$ cat config.mk
export PLATFORM = sky130hd
export DESIGN_NAME = cla_sub64_seq
export DESIGN_NICKNAME = d
export VERILOG_FILES = /design/src/rtl/cla_sub64_seq.sv
export SDC_FILE = /design/constraint.sdc
export NUM_CORES = 1
export LEC_CHECK = 0
export ABC_AREA = 1
export BUFFER_PORTS_ARGS = -buffer_cell sky130_fd_sc_hd__buf_2
export CORE_MARGIN = 2
export CORE_UTILIZATION = 49
export DETAILED_ROUTE_END_ITERATION = 10
export MAX_ROUTING_LAYER = met4
export PLACE_DENSITY = 0.84
export SYNTH_ARGS = -nofsm -noshare
export SYNTH_HDL_FRONTEND = slang
export SYNTH_SLANG_ARGS = --single-unit
$ cat constraint.sdc
create_clock -name clk -period 3.2 [get_ports clk]
set_input_delay 0.16 -clock clk [delete_from_list [all_inputs] [get_ports clk]]
set_output_delay 0.16 -clock clk [all_outputs]
set_load 0.02 [all_outputs]
$ cat src/rtl/cla_sub64_seq.sv
// cla_sub64_seq -- sequential 64-bit subtractor, one 16-bit slice per cycle.
//
// Computes diff = a - b - bin (mod 2^64) as a + ~b + ~bin, processing four
// 16-bit slices over four BUSY cycles. Each slice uses 4-bit
// borrow-lookahead groups plus slice-level lookahead across the four groups.
// The borrow out of each slice is registered and feeds the next slice.
//
// Ports:
//   clk        single clock, rising edge
//   rst_n      asynchronous active-low reset
//   in_valid   operand set a/b/bin present
//   in_ready   block can accept an operand set this cycle
//   a, b       64-bit minuend / subtrahend
//   bin        borrow in
//   out_valid  diff/bout/zero/ovf valid
//   out_ready  consumer takes the result this cycle
//   diff       a - b - bin
//   bout       borrow out (unsigned a < b + bin)
//   zero, ovf  result flags
//
// Configuration macro CLA_SUB64_FLAGS_EN: when defined, zero and ovf are
// computed and registered together with diff. When undefined, both ports
// are tied to 0 and the flag logic is absent.
//
// state | meaning
// IDLE  | waiting for an operand set
// BUSY  | computing slice r_k (0..3), one per cycle
// DONE  | result held until out_ready

module cla_sub64_seq (
  input  logic        clk,
  input  logic        rst_n,
  input  logic        in_valid,
  output logic        in_ready,
  input  logic [63:0] a,
  input  logic [63:0] b,
  input  logic        bin,
  output logic        out_valid,
  input  logic        out_ready,
  output logic [63:0] diff,
  output logic        bout,
  output logic        zero,
  output logic        ovf
);

  typedef enum logic [1:0] {IDLE, BUSY, DONE} state_t;

  state_t      r_state;
  logic [63:0] r_a;
  logic [63:0] r_b;
  logic        r_brw;
  logic [1:0]  r_k;
  logic [63:0] r_diff;
  logic        r_bout;

  logic [15:0] w_x;
  logic [15:0] w_y;
  logic [15:0] w_g;
  logic [15:0] w_p;
  logic [3:0]  w_gg;
  logic [3:0]  w_gp;
  logic [4:0]  w_gc;
  logic [15:0] w_c;
  logic [15:0] w_sdiff;
  logic        w_sbout;
  logic        w_accept;

  // Fully expanded 4-bit lookahead: returns carries {c4,c3,c2,c1,c0}.
  function automatic logic [4:0] cla4(input logic [3:0] g, input logic [3:0] p,
                                      input logic c0);
    logic [4:0] c;
    c[0] = c0;
    c[1] = g[0] | (p[0] & c0);
    c[2] = g[1] | (p[1] & g[0]) | (p[1] & p[0] & c0);
    c[3] = g[2] | (p[2] & g[1]) | (p[2] & p[1] & g[0]) | (p[2] & p[1] & p[0] & c0);
    c[4] = g[3] | (p[3] & g[2]) | (p[3] & p[2] & g[1]) | (p[3] & p[2] & p[1] & g[0])
         | ((&p) & c0);
    return c;
  endfunction

  function automatic logic grp_gen(input logic [3:0] g, input logic [3:0] p);
    logic [4:0] c;
    c = cla4(g, p, 1'b0);
    return c[4];
  endfunction

  function automatic logic [3:0] bit_carries(input logic [3:0] g, input logic [3:0] p,
                                             input logic cin);
    logic [4:0] c;
    c = cla4(g, p, cin);
    return c[3:0];
  endfunction

  // Subtraction as addition of the inverted subtrahend; carry = ~borrow.
  always_comb begin
    w_x = r_a[{r_k, 4'b0000} +: 16];
    w_y = ~r_b[{r_k, 4'b0000} +: 16];
    w_g = w_x & w_y;
    w_p = w_x ^ w_y;
    for (int j = 0; j < 4; j++) begin
      w_gg[j] = grp_gen(w_g[4*j +: 4], w_p[4*j +: 4]);
      w_gp[j] = &w_p[4*j +: 4];
    end
    w_gc = cla4(w_gg, w_gp, ~r_brw);
    for (int j = 0; j < 4; j++) begin
      w_c[4*j +: 4] = bit_carries(w_g[4*j +: 4], w_p[4*j +: 4], w_gc[j]);
    end
    w_sdiff = w_p ^ w_c;
    w_sbout = ~w_gc[4];
  end

  assign in_ready  = (r_state == IDLE) || ((r_state == DONE) && out_ready);
  assign out_valid = (r_state == DONE);
  assign w_accept  = in_valid && in_ready;
  assign diff      = r_diff;
  assign bout      = r_bout;

`ifdef CLA_SUB64_FLAGS_EN
  logic r_zero;
  logic r_ovf;
  assign zero = r_zero;
  assign ovf  = r_ovf;
`else
  assign zero = 1'b0;
  assign ovf  = 1'b0;
`endif

  always_ff @(posedge clk or negedge rst_n) begin
    if (!rst_n) begin
      r_state <= IDLE;
      r_a     <= '0;
      r_b     <= '0;
      r_brw   <= 1'b0;
      r_k     <= 2'd0;
      r_diff  <= '0;
      r_bout  <= 1'b0;
`ifdef CLA_SUB64_FLAGS_EN
      r_zero  <= 1'b0;
      r_ovf   <= 1'b0;
`endif
    end else begin
      case (r_state)
        IDLE, DONE: begin
          if (w_accept) begin
            r_a     <= a;
            r_b     <= b;
            r_brw   <= bin;
            r_k     <= 2'd0;
            r_state <= BUSY;
          end else if (r_state == DONE && out_ready) begin
            r_state <= IDLE;
          end
        end
        BUSY: begin
          r_diff[{r_k, 4'b0000} +: 16] <= w_sdiff;
          r_brw <= w_sbout;
          r_k   <= r_k + 2'd1;
          if (r_k == 2'd3) begin
            r_bout  <= w_sbout;
            r_state <= DONE;
`ifdef CLA_SUB64_FLAGS_EN
            // Slice 3 is still in flight, so combine it with the stored low slices.
            r_zero <= (r_diff[47:0] == 48'd0) && (w_sdiff == 16'd0);
            r_ovf  <= (r_a[63] != r_b[63]) && (w_sdiff[15] != r_a[63]);
`endif
          end
        end
        default: r_state <= IDLE;
      endcase
    end
  end

endmodule

## After elaboration in Yosys (flattened, before gate mapping)

Cells that the tools add are included.

- Equality and inequality tests: 6
- $add $sub $neg: 2
- Shift operators: 4
- Multiplexer cells: 9
- Reduce and logical (&&, ||, !) cells: 15
- Bitwise logic cells: 123

Operator list:

| kind | count |
|---|---|
| 64-bit by 7-bit variable part select with 16-bit output | 2 |
| 1-bit bitwise AND | 71 |
| 64-bit bitwise mux | 1 |
| 16-bit by 8-bit variable shift with 64-bit output (first input constant) | 1 |
| 16-bit by 8-bit variable part select with 64-bit output | 1 |
| 1-bit OR | 46 |
| 16-bit bitwise XOR | 2 |
| 16-bit bitwise AND | 1 |
| 16-bit NOT | 1 |
| 16-bit AND reduction | 1 |
| 4-bit AND reduction | 4 |
| 2-bit two-way mux | 4 |
| 6-bit negator with 8-bit output | 1 |
| 2-bit case mux with 2 select lines | 2 |
| 2-bit AND reduction | 4 |
| 2-bit equality test (second input constant) | 2 |
| 2-bit inequality test (second input constant) | 2 |
| 3-bit inequality test (second input constant) | 1 |
| 2-bit by 1-bit adder with 2-bit output (second input constant) | 1 |
| 2-bit by 1-bit equality test with 1-bit output (second input constant) | 1 |
| 1-bit logical AND | 2 |
| 2-bit zero test | 1 |
| 1-bit NOT | 2 |
| 1-bit case mux with 2 select lines | 1 |
| 4 further kinds | 4 |

- Output and inout bits: 69
- Register bits after elaboration: 198
- Input port bits: 133

## Logic depth before layout (Yosys ltp)

Gate-level depths: netlist of run 1.

- Depth after elaboration: 16
- Gate-level depth with buffers: 18
- Depth with buffers taken out: 17

## Worst setup path before layout of run 1

No wires, ideal clock.

- Path kind: flip-flop to flip-flop
- Start: reg r_k[0]
- End: reg r_diff[41], in the netlist diff[41]
- Period minus slack after synthesis: 3017 ps
- Data required time: 3079 ps
- Arrival: 2896 ps
- Slack: 183 ps
- Stages on the path, launching flop included: 17
- Path through: dfrtp_1 > buf_4 > buf_2 > nand2_1 > a32o_1 > ha_1 > nand2_1 > nor2_1 > nand2_1 > nand3_2 > nand2_1 > nand2_1 > inv_1 > fa_1 > xor2_1 > nor2_1 > a22o_1

- Cells in the longest elaborated chain, start to end: 16
- Elaborated cells between the ends (all ways): 112
- Classes of those cells: add/sub: 1; shift: 4; mux: 1; bitwise: 103; reduce/logical: 3

RTL lines:

| what | RTL line | RTL |
|---|---|---|
| from (decl) | 52 | `logic [1:0] r_k;` |
| from (signal assigned) | 157 | `r_k <= r_k + 2'd1;` |
| 64-bit by 7-bit variable part select with 16-bit output | 97 | `w_y = ~r_b[{r_k, 4'b0000} +: 16];` |
| 16-bit NOT | 97 |  |
| 16-bit bitwise XOR / 16-bit bitwise AND (equally long branches) | 99, 98 |  |
| 1-bit bitwise AND | -- |  |
| 1-bit OR / 1-bit bitwise AND (equally long branches) | -- |  |
| 1-bit OR / 1-bit bitwise AND (equally long branches) | 76 | `c[4] = g[3] \| (p[3] & g[2]) \| (p[3] & p[2] & g[1]) \| (p[3] & p[2] & p[1] & g[0])` |
| 1-bit OR | 76 |  |
| 1-bit bitwise AND | 75 | `c[3] = g[2] \| (p[2] & g[1]) \| (p[2] & p[1] & g[0]) \| (p[2] & p[1] & p[0] & c0);` |
| 1-bit OR (3 in a row) | 75 |  |
| 1-bit bitwise AND (on tied branches) | 73, 74, 75 |  |
| 1-bit OR (on tied branches) | 73, 74, 75 |  |
| 16-bit bitwise XOR | 108 | `w_sdiff = w_p ^ w_c;` |
| 16-bit by 8-bit variable part select with 64-bit output | 155 | `r_diff[{r_k, 4'b0000} +: 16] <= w_sdiff;` |
| 64-bit bitwise mux (*) | 155 |  |
| to (signal, indexed assignment) | 155 |  |
| to (decl) | 53 | `logic [63:0] r_diff;` |

Every way passes the cells marked *; elsewhere a longest branch is shown, timed or not.
A chain may end at the register's enable or synchronous reset.

## Worst setup path after layout of run 1

- Start: reg r_k[0]
- End: reg r_diff[29], in the netlist diff[29]

The elaborated chain is that of the path after synthesis.

==> key figures, run 1 <==
Floorplan
  – Core ar.: 18700 um^2
  – Cell Rows: 50
  – Initial Util: 0.500
  – Die Span X: 142 um
  – Die Y: 142 um
  – I/O Pins: 202
  – Die area: 20200 um^2

Clock network
  – CTS tree: built
  – Sink Count: 198
  – CTS max path bufs: 2
  – Clk_lat worst skew: 0.45 ns
  – CTS buffer count: 17
  – Clock-pin slew on the worst setup and hold paths: 0.07 ns
  – H-tree levels: 4
  – CTS Root Cell: clkbuf_16

Placed design
  – Number of port buffers: 199
  – Global placer's final weighted congestion: 0.930
  – Area after DPL: 10600 um^2
  – Final HPWL from detailed placement: 17800 um
  – Dpl cells: 1292

Setup path
  – Critical path, cell by cell: clkinv_4 -> buf_12 -> nand2_1 -> a32o_2 -> ha_1 -> nand2_2 -> nor2_2 -> nand2_2 -> nand3_4 -> buf_4 -> nand2_1 -> nand2_2 -> inv_1 -> fa_1 -> xor2_1 -> nor2_1 -> nand2_1 -> o21ai_1
  – Crit path buffers/inverters: 4
  – R2R Path Start: r_k[0]
  – Data required, critical path: 3.57 ns
  – CP max stage delay: 0.49 ns
  – Setup slack, reg-to-reg: -0.08 ns
  – Critical path arrival: 3.65 ns
  – Reg2reg path depth: 18
  – Crit-path slowest cell: dfrtp_2
  – Levels on crit path: 18
  – Kind of cell adding the most delay to the critical path: simple AND/OR/NAND/NOR gates
  – CP Max Fanout: 11
  – Crit end category: flip-flop
  – Crit path launch: r_k[0]
  – FF-to-FF End: diff[29]
  – Startpoint Class: flip-flop
  – Kind of critical path: reg -> reg

Route
  – Vias per inst: 5.71
  – Vias: 8347
  – DRT Pass-1 Iters: 6
  – Metal3 WL: 2140 um
  – DR WL/cell: 20.7 um
  – DR top layer: met4
  – Post-Route WL: 30300 um
  – DR DRC count: 0
  – Starting DRT DRC Count: 707
  – Post-route ant nets: 0
  – Metal2 WL: 15600 um
  – Wl on met1: 10900 um

Yosys
  – Synth unique cells: 43
  – Mapped Area: 9350 um^2
  – Synthesized area per cell: 10.6 um^2
  – Syn. warnings: 0
  – Post-synthesis sequential area ratio: 0.530
  – Post-Synthesis Cells: 883
  – Seq cells post-synth: 198

Power and ir drop
  – Lkg Pwr: 6.22 nW
  – Pwr Total: 16.2 mW
  – Pwr dens: 1260 nW/um^2
  – Max IR drop VDD: 0.000899 V

Layout
  – Net count, final: 1373
  – Ratio of cells with drive above 1 in the final layout: 0.273
  – P&R area growth vs syn: 36.7%
  – Finished Layout Cells: 1462
  – Leading cell types in the layout, fill and taps excluded: nand2_1, buf_2, dfrtp_1
  – Commonest non-fill, non-tap cell in the layout: nand2_1
  – Final Cell Area: 12800 um^2

GRT
  – Global Route Usage Sum: 0.297
  – Initial antenna violation count: 3
  – Pin count of the biggest net entering global routing: 86
  – Remaining global-route overflow: 0
  – Global-route wire length before repair: 43900 um
  – Vias in the first global route: 8337

STA
  – Slew HR: 0.542
  – Setup TNS: -0.544 ns
  – Final worst slack: -0.0774 ns
  – Final worst path period share: 1.02
  – Slew Viols, Final: 0
  – Fmax: 305 MHz
  – Setup Viol. Count Final: 13
  – Final Hold Fails: 0
  – Final hold slack: 0.0265 ns
  – Slew at the pin closest to its max-slew limit: 0.687 ns
  – Worst Skew: 0.0186 ns
  – Final min period: 3.28 ns
  – RSZ-0062 raised after global routing: yes

Outcome
  – Outcome: complete, but fails checks
  – Failing checks: setup timing

Hold path
  – Hold EP: r_state[1]
  – Worst Hold Launch: out_ready
  – Hold Path Stages: 4
  – Worst hold path type: in -> reg

Flow run
  – Max cap viols: 0
## worst reg2reg max path, stage by stage (launching register included)
cell and delay, ns:
dfrtp_2 0.49, clkinv_4 0.12, buf_12 0.13, nand2_1 0.11, a32o_2 0.33, ha_1 0.32, nand2_2 0.09, nor2_2 0.15
nand2_2 0.09, nand3_4 0.13, buf_4 0.12, nand2_1 0.05, nand2_2 0.09, inv_1 0.05, fa_1 0.37, xor2_1 0.17
nor2_1 0.14, nand2_1 0.10, o21ai_1 0.15
## cell type report
class	count	area (um^2)
clock inverters	10	148
flip-flops and latches	198	4960
fillers	1228	5930
diodes	3	7.51
repair buffers	358	2650
inverters	44	173
clock buffers	20	457
multi-input cells	595	4090
well taps	234	293
## power by group
part | total (mW) | switching, mW | internal (mW)
Clock | 2.25 | 0.980 | 1.27
Sequential | 4.43 | 0.805 | 3.63
Combinational | 9.47 | 5.85 | 3.62
Total | 16.2 | 7.63 | 8.52
## routing by layer
metal  vias to the layer above  global-route usage
met2                       436               0.508
li1                       3667                   -
met3                       132              0.0535
met5                         -                   -
met1                      4112               0.330
met4                         0               0.161
## cell usage after synthesis, drive strengths merged
cell	number	area [um^2]
o21bai	2	15.0
a32oi	6	52.6
inv	44	168
mux2	128	1440
nor2	51	201
ha	22	275
a32o	14	140
clkbuf	19	71.3
nor3	2	21.3
a21oi	25	129
o211ai	1	7.51
nor4	1	21.3
a22o	10	87.6
xnor2	2	17.5
buf	28	219
o21ai	62	314
a221oi	1	8.76
nand4	9	56.3
fa	4	80.1
nand2	212	816
a31oi	2	12.5
conb	1	3.75
dfrtp	198	4950
and3	1	6.26
xor2	3	26.3
o31ai	1	7.51
nand3	21	110
o22ai	13	81.3
## logic make-up after synthesis
| logic type | count (synthesis) | synth area share |
|---|---|---|
| and+or+nand+nor | 297 | 0.132 |
| DFF | 198 | 0.530 |
| AOI/OAI and AO/OA | 137 | 0.0916 |
| muxes | 128 | 0.154 |
| buffers and inverters | 91 | 0.0490 |
| adders and majority gates | 26 | 0.0380 |
| xor gates and xnor gates | 5 | 0.00469 |
| other | 1 | 0.000401 |
## registers in the layout, summed over array words and instances, names as in the netlist
name and cells:
diff 64, r_a 64, r_b 64, r_k 2, r_state 2, bout 1
r_brw 1
## repair_timing
action,CTS,global route
endpoints found under the setup margin,0,15
gates resized for setup,0,55
hold buffers,128,1
hold endpoints to repair,209,1
buffers inserted,0,6
## through the flow
step	setup WS, ns	util
6_report	-0.0774	0.683
5_1_grt	-0.119	0.683
4_1_cts	0.0400	0.666
3_5_place_dp	0.0626	0.565
3_3_place_gp	0.195	0.565
2_1_floorplan	0.183	-
## how the worst max path moves through the flow
stage | endpoint | slack, ns
floorplan | diff[41] | 0.18
global placement | diff[28] | 0.20
detailed placement | diff[57] | 0.06
CTS | diff[57] | 0.04
global route | diff[29] | -0.12
finish | diff[29] | -0.08
Note: power is estimated with default switching activity, not from simulation.
==> run 2: changes to the inputs <==
--- a/config.mk
+++ b/config.mk
@@ -6,12 +6,12 @@
 export NUM_CORES = 1
 export LEC_CHECK = 0
 export ABC_AREA = 1
-export BUFFER_PORTS_ARGS = -buffer_cell sky130_fd_sc_hd__buf_2
 export CORE_MARGIN = 2
-export CORE_UTILIZATION = 49
+export CORE_UTILIZATION = 55
 export DETAILED_ROUTE_END_ITERATION = 10
+export DONT_BUFFER_PORTS = 1
 export MAX_ROUTING_LAYER = met4
-export PLACE_DENSITY = 0.84
+export PLACE_DENSITY = 0.81
 export SYNTH_ARGS = -nofsm -noshare
 export SYNTH_HDL_FRONTEND = slang
 export SYNTH_SLANG_ARGS = --single-unit
==> run 2 against run 1 <==
- the run ends with hold timing left
- final cell count down 15%
- clock-buffer cell count shrank 3
- maximum frequency rose by 6.5%
- sequential power grew 7.0%
- first-iteration DRC count shrank 15%
- worst hold slack worse by 0.62 ns
- setup slack gained 0.20 ns
- non-clock buffer count is 208 lower
- total power decreased by 7.8%
==> key figures, run 2 (synthesis results as in run 1) <==
STA
  – Worst Skew: 0.0146 ns
  – Final hold slack: -0.593 ns
  – Final worst slack: 0.122 ns
  – Final Hold Fails: 198
  – Final worst path period share: 0.962
  – Setup Viol. Count Final: 0
  – Slew HR: 0.542
  – Slew at the pin closest to its max-slew limit: 0.684 ns
  – Final min period: 3.08 ns
  – RSZ-0062 raised after global routing: yes
  – Slew Viols, Final: 0
  – Setup TNS: 0 ns
  – Fmax: 325 MHz

Clock network
  – Sink Count: 198
  – CTS buffer count: 17
  – Clock-pin slew on the worst setup and hold paths: 0.08 ns
  – CTS hold repair buffers: 131
  – CTS Root Cell: clkbuf_16
  – CTS tree: built
  – Clk_lat worst skew: 0.44 ns
  – CTS max path bufs: 2
  – H-tree levels: 4

Layout
  – Ratio of cells with drive above 1 in the final layout: 0.123
  – Net count, final: 1165
  – Commonest non-fill, non-tap cell in the layout: nand2_1
  – Final Cell Area: 11600 um^2
  – Finished Layout Cells: 1242
  – # fillers: 1130
  – Leading cell types in the layout, fill and taps excluded: nand2_1, dfrtp_1, dlygate4sd3_1
  – P&R area growth vs syn: 24.3%

GRT
  – Global Route Usage Sum: 0.304
  – Vias in the first global route: 7514
  – Remaining global-route overflow: 0
  – Pin count of the biggest net entering global routing: 199
  – Initial antenna violation count: 2
  – Global-route wire length before repair: 40500 um

Setup path
  – Startpoint Class: flip-flop
  – Kind of critical path: reg -> reg
  – Reg2reg path depth: 14
  – CP Max Fanout: 17
  – Crit path launch: r_k[0]
  – Setup slack, reg-to-reg: 0.12 ns
  – Data required, critical path: 3.54 ns
  – Critical path arrival: 3.42 ns
  – CP endpoint: diff[60]
  – Crit end category: flip-flop
  – R2R Path Start: r_k[0]
  – FF-to-FF End: diff[60]

Outcome
  – Outcome: complete, but fails checks
  – Failing checks: hold timing

Placed design
  – Global placer's final weighted congestion: 0.882
  – Final HPWL from detailed placement: 16100 um
  – Number of port buffers: 0
  – Dpl cells: 1071
  – Area after DPL: 9520 um^2
  – Worst Setup Slack post-DPL: -0.00609 ns

Floorplan
  – Die area: 18000 um^2
  – Initial Util: 0.564
  – Die Span X: 134 um
  – I/O Pins: 202
  – Die Y: 134 um
  – Core ar.: 16600 um^2
  – Cell Rows: 47

Power and ir drop
  – Lkg Pwr: 5.27 nW
  – Max IR drop VDD: 0.000650 V
  – Pwr Total: 14.9 mW
  – Pwr dens: 1280 nW/um^2

Route
  – DRT Pass-1 Iters: 6
  – DR WL/cell: 21.1 um
  – Starting DRT DRC Count: 601
  – Post-route ant nets: 0
  – Post-Route WL: 26200 um
  – Vias: 7248
  – Vias per inst: 5.84
  – DR DRC count: 0

Hold path
  – Worst hold path type: in -> async

Flow run
  – Max cap viols: 0
run 2: cell types whose count changed in the layout (fill, tap and decap cells not counted), moves of 3 or more:
cell / before / now
buf_2: 198 / 0
o21ai_0: 37 / 43
inv_6: 1 / 4
buf_4: 19 / 11
clkbuf_8: 3 / 0
o21ai_1: 22 / 16
run 2: through the flow:
step	util	hold WS (ns)
floorplan	-	-0.136
global placement	0.574	-0.130
detailed placement	0.574	-0.128
CTS	0.688	-0.597
global route	0.701	-0.610
finish	0.701	-0.593
run 2: critical path, cell delays in order, from the launching register on:
cell and delay (ns):
dfrtp_2 0.46, inv_4 0.12, clkbuf_16 0.18, o21ai_0 0.08, o22ai_1 0.26, ha_1 0.34, a21oi_1 0.21, nand2_1 0.11
a21oi_1 0.16, nand2_2 0.08, inv_1 0.07, fa_1 0.46, nor2_2 0.13, nand2_1 0.08, o21ai_0 0.22
run 2: what timing repair did:
action,CTS,global route
pin swaps,0,6
gates resized for setup,1,30
gates cloned,0,2
buffers inserted,0,3
hold endpoints to repair,328,198
endpoints found under the setup margin,6,17
run 2: layer usage:
metal / vias up / wire [um] / track usage / share of wire
li1: 3257 / - / - / -
met4: 0 / 1130 / 0.146 / 0.043
met3: 84 / 1860 / 0.0718 / 0.071
met5: - / 0 / - / 0
met1: 3553 / 9960 / 0.350 / 0.38
met2: 354 / 13200 / 0.503 / 0.50
run 2: final cells by class:
class                   count  area, um^2  share of cell area
diodes                      3        7.51            0.000646
clock buffers              17         425              0.0366
clock inverters            15         149              0.0128
inverters                  44         170              0.0146
multi-input cells         595        4070               0.350
flip-flops and latches    198        4960               0.427
well taps                 220         275              0.0237
repair buffers            150        1560               0.135
run 2: power breakdown:
group / internal (mW) / switching (mW)
combinational: 3.16 / 4.87
sequential: 3.62 / 1.12
clock: 1.09 / 1.03
total: 7.88 / 7.02
run 2: how the worst min path moves through the flow:
stage | from | slack, ns | to | cells after the start
after floorplan | rst_n | -0.14 | bout | 0
after global placement | rst_n | -0.13 | r_b[2] | 0
after detailed placement | rst_n | -0.13 | r_a[20] | 0
after CTS | rst_n | -0.60 | r_a[49] | 0
after global routing | rst_n | -0.61 | r_b[3] | 0
final | rst_n | -0.59 | r_a[21] | 0
==> run 3: changes to the inputs <==
--- a/config.mk
+++ b/config.mk
@@ -10,7 +10,6 @@
 export CORE_UTILIZATION = 55
 export DETAILED_ROUTE_END_ITERATION = 10
 export DONT_BUFFER_PORTS = 1
-export MAX_ROUTING_LAYER = met4
 export PLACE_DENSITY = 0.81
 export SYNTH_ARGS = -nofsm -noshare
 export SYNTH_HDL_FRONTEND = slang
==> run 3 against run 2 <==
- cell area about the same
- critical path type unchanged
- sequential power is essentially flat
- utilization fell by 0.068 points
- the flow still finishes with violations (hold timing)
- clock power is essentially flat
==> key figures, run 3 (synthesis results as in run 1) <==
Route
  – Starting DRT DRC Count: 476
  – DR WL/cell: 21.2 um
  – Post-route ant nets: 0
  – Vias per inst: 5.87
  – DRT Pass-1 Iters: 5
  – Vias: 7286
  – DR DRC count: 0
  – Post-Route WL: 26400 um

STA
  – RSZ-0062 raised after global routing: yes
  – Final worst path period share: 0.977
  – Setup Viol. Count Final: 0
  – Final hold slack: -0.599 ns
  – Slew at the pin closest to its max-slew limit: 0.692 ns
  – Slew HR: 0.537
  – Final min period: 3.13 ns
  – Worst Skew: 0.0226 ns
  – Final Hold Fails: 198
  – Fmax: 320 MHz
  – Slew Viols, Final: 0

Placed design
  – Global placer's final weighted congestion: 0.868
  – Final HPWL from detailed placement: 16100 um
  – Number of port buffers: 0

Clock network
  – CTS max path bufs: 2
  – Clk_lat worst skew: 0.45 ns
  – CTS buffer count: 17
  – CTS Root Cell: clkbuf_16
  – Sink Count: 198
  – CTS tree: built
  – H-tree levels: 4
  – CTS hold repair buffers: 131
  – Clock-pin slew on the worst setup and hold paths: 0.08 ns

Setup path
  – Critical path arrival: 3.46 ns
  – Startpoint Class: flip-flop
  – Crit-path slowest cell: dfrtp_2
  – Crit end category: flip-flop
  – Data required, critical path: 3.54 ns
  – CP Max Fanout: 17
  – CP max stage delay: 0.46 ns
  – Kind of critical path: reg -> reg
  – Critical path, cell by cell: inv_4 -> clkbuf_16 -> o21ai_0 -> o22ai_1 -> ha_1 -> a21oi_1 -> nand2_1 -> a21oi_2 -> nand2_2 -> inv_1 -> fa_1 -> nor2_2 -> nand2_1 -> o21ai_0

Floorplan
  – Die area: 18000 um^2
  – Core ar.: 16600 um^2
  – Die Span X: 134 um
  – Initial Util: 0.564
  – Cell Rows: 47
  – I/O Pins: 202
  – Die Y: 134 um

Power and ir drop
  – Lkg Pwr: 5.26 nW
  – Max IR drop VDD: 0.000651 V
  – Pwr dens: 1290 nW/um^2
  – Pwr Total: 14.9 mW

GRT
  – Global Route Usage Sum: 0.295
  – Remaining global-route overflow: 0
  – Initial antenna violation count: 2
  – Pin count of the biggest net entering global routing: 199
  – Global-route wire length before repair: 40500 um
  – Vias in the first global route: 7541

Outcome
  – Failing checks: hold timing
  – Outcome: complete, but fails checks

Layout
  – Commonest non-fill, non-tap cell in the layout: nand2_1
  – Ratio of cells with drive above 1 in the final layout: 0.122
  – Leading cell types in the layout, fill and taps excluded: nand2_1, dfrtp_1, dlygate4sd3_1
  – P&R area growth vs syn: 24.2%
  – Net count, final: 1165
  – # fillers: 1136

Flow run
  – Max cap viols: 0

Hold path
  – Worst hold path type: in -> async
## run 3: where the power goes
part	switching (mW)	leakage, nW	internal [mW]	total, mW
Combinational	4.92	2.54	3.15	8.07
Sequential	1.12	2.45	3.62	4.74
Clock	1.02	0.279	1.09	2.12
## run 3: area by class of cell
| type | instances | area, um^2 | share of cell area |
|---|---|---|---|
| antenna | 2 | 5.00 | 0.000431 |
| clock buffer | 17 | 425 | 0.0366 |
| clock inverter | 15 | 149 | 0.0128 |
| inverter | 44 | 170 | 0.0147 |
| multi-input combinational | 595 | 4060 | 0.350 |
| sequential | 198 | 4960 | 0.427 |
| tap | 220 | 275 | 0.0237 |
| timing repair buffer | 150 | 1560 | 0.135 |
## run 3: worst max-delay path: cells and delay by family, from the launching register on
family,cells,cell delay [ns]
buffers and inverters,3,0.38
AOI/OAI and AO/OA,5,0.95
DFF,1,0.46
and+or+nand+nor,4,0.42
adders and majority gates,2,0.80
## run 3: stage by stage
stage	setup slack [ns]	area (um^2)	cells	TNS, ns	util
floorplan	0.183	9350	884	0	-
global placement	0.0550	9520	1071	0	0.574
detailed placement	-0.00609	9520	1071	-0.00918	0.574
CTS	0.0340	11400	1234	0	0.688
global route	-0.120	11600	1241	-0.757	0.700
finish	0.0744	11600	1241	0	0.700
## run 3: what timing repair did
item / CTS / global route
hold endpoints to repair: 328 / 198
pin swaps: 0 / 6
endpoints found under the setup margin: 6 / 17
buffers inserted: 0 / 3
gates cloned: 0 / 2
gates resized for setup: 1 / 29
## run 3: final timing paths
kind,start,to,slack (ns),depth (start not counted)
worst min-delay path,rst_n,r_b[1],-0.60,0
worst min register to register,r_b[27],r_b[27],0.49,1
max in group asynchronous,rst_n,r_k[0],3.31,0
min in group clk,in_valid,r_state[0],0.05,2
worst max-delay path,r_k[0],diff[60],0.07,14
worst max register to register,r_k[0],diff[60],0.07,14
## run 3: layer usage
| layer | global-route usage | vias up | wire length [um] |
|---|---|---|---|
| met3 | 0.0786 | 86 | 1830 |
| li1 | - | 3251 | - |
| met2 | 0.497 | 358 | 13200 |
| met5 | 0 | - | 0 |
| met1 | 0.346 | 3591 | 10100 |
| met4 | 0.157 | 0 | 1210 |
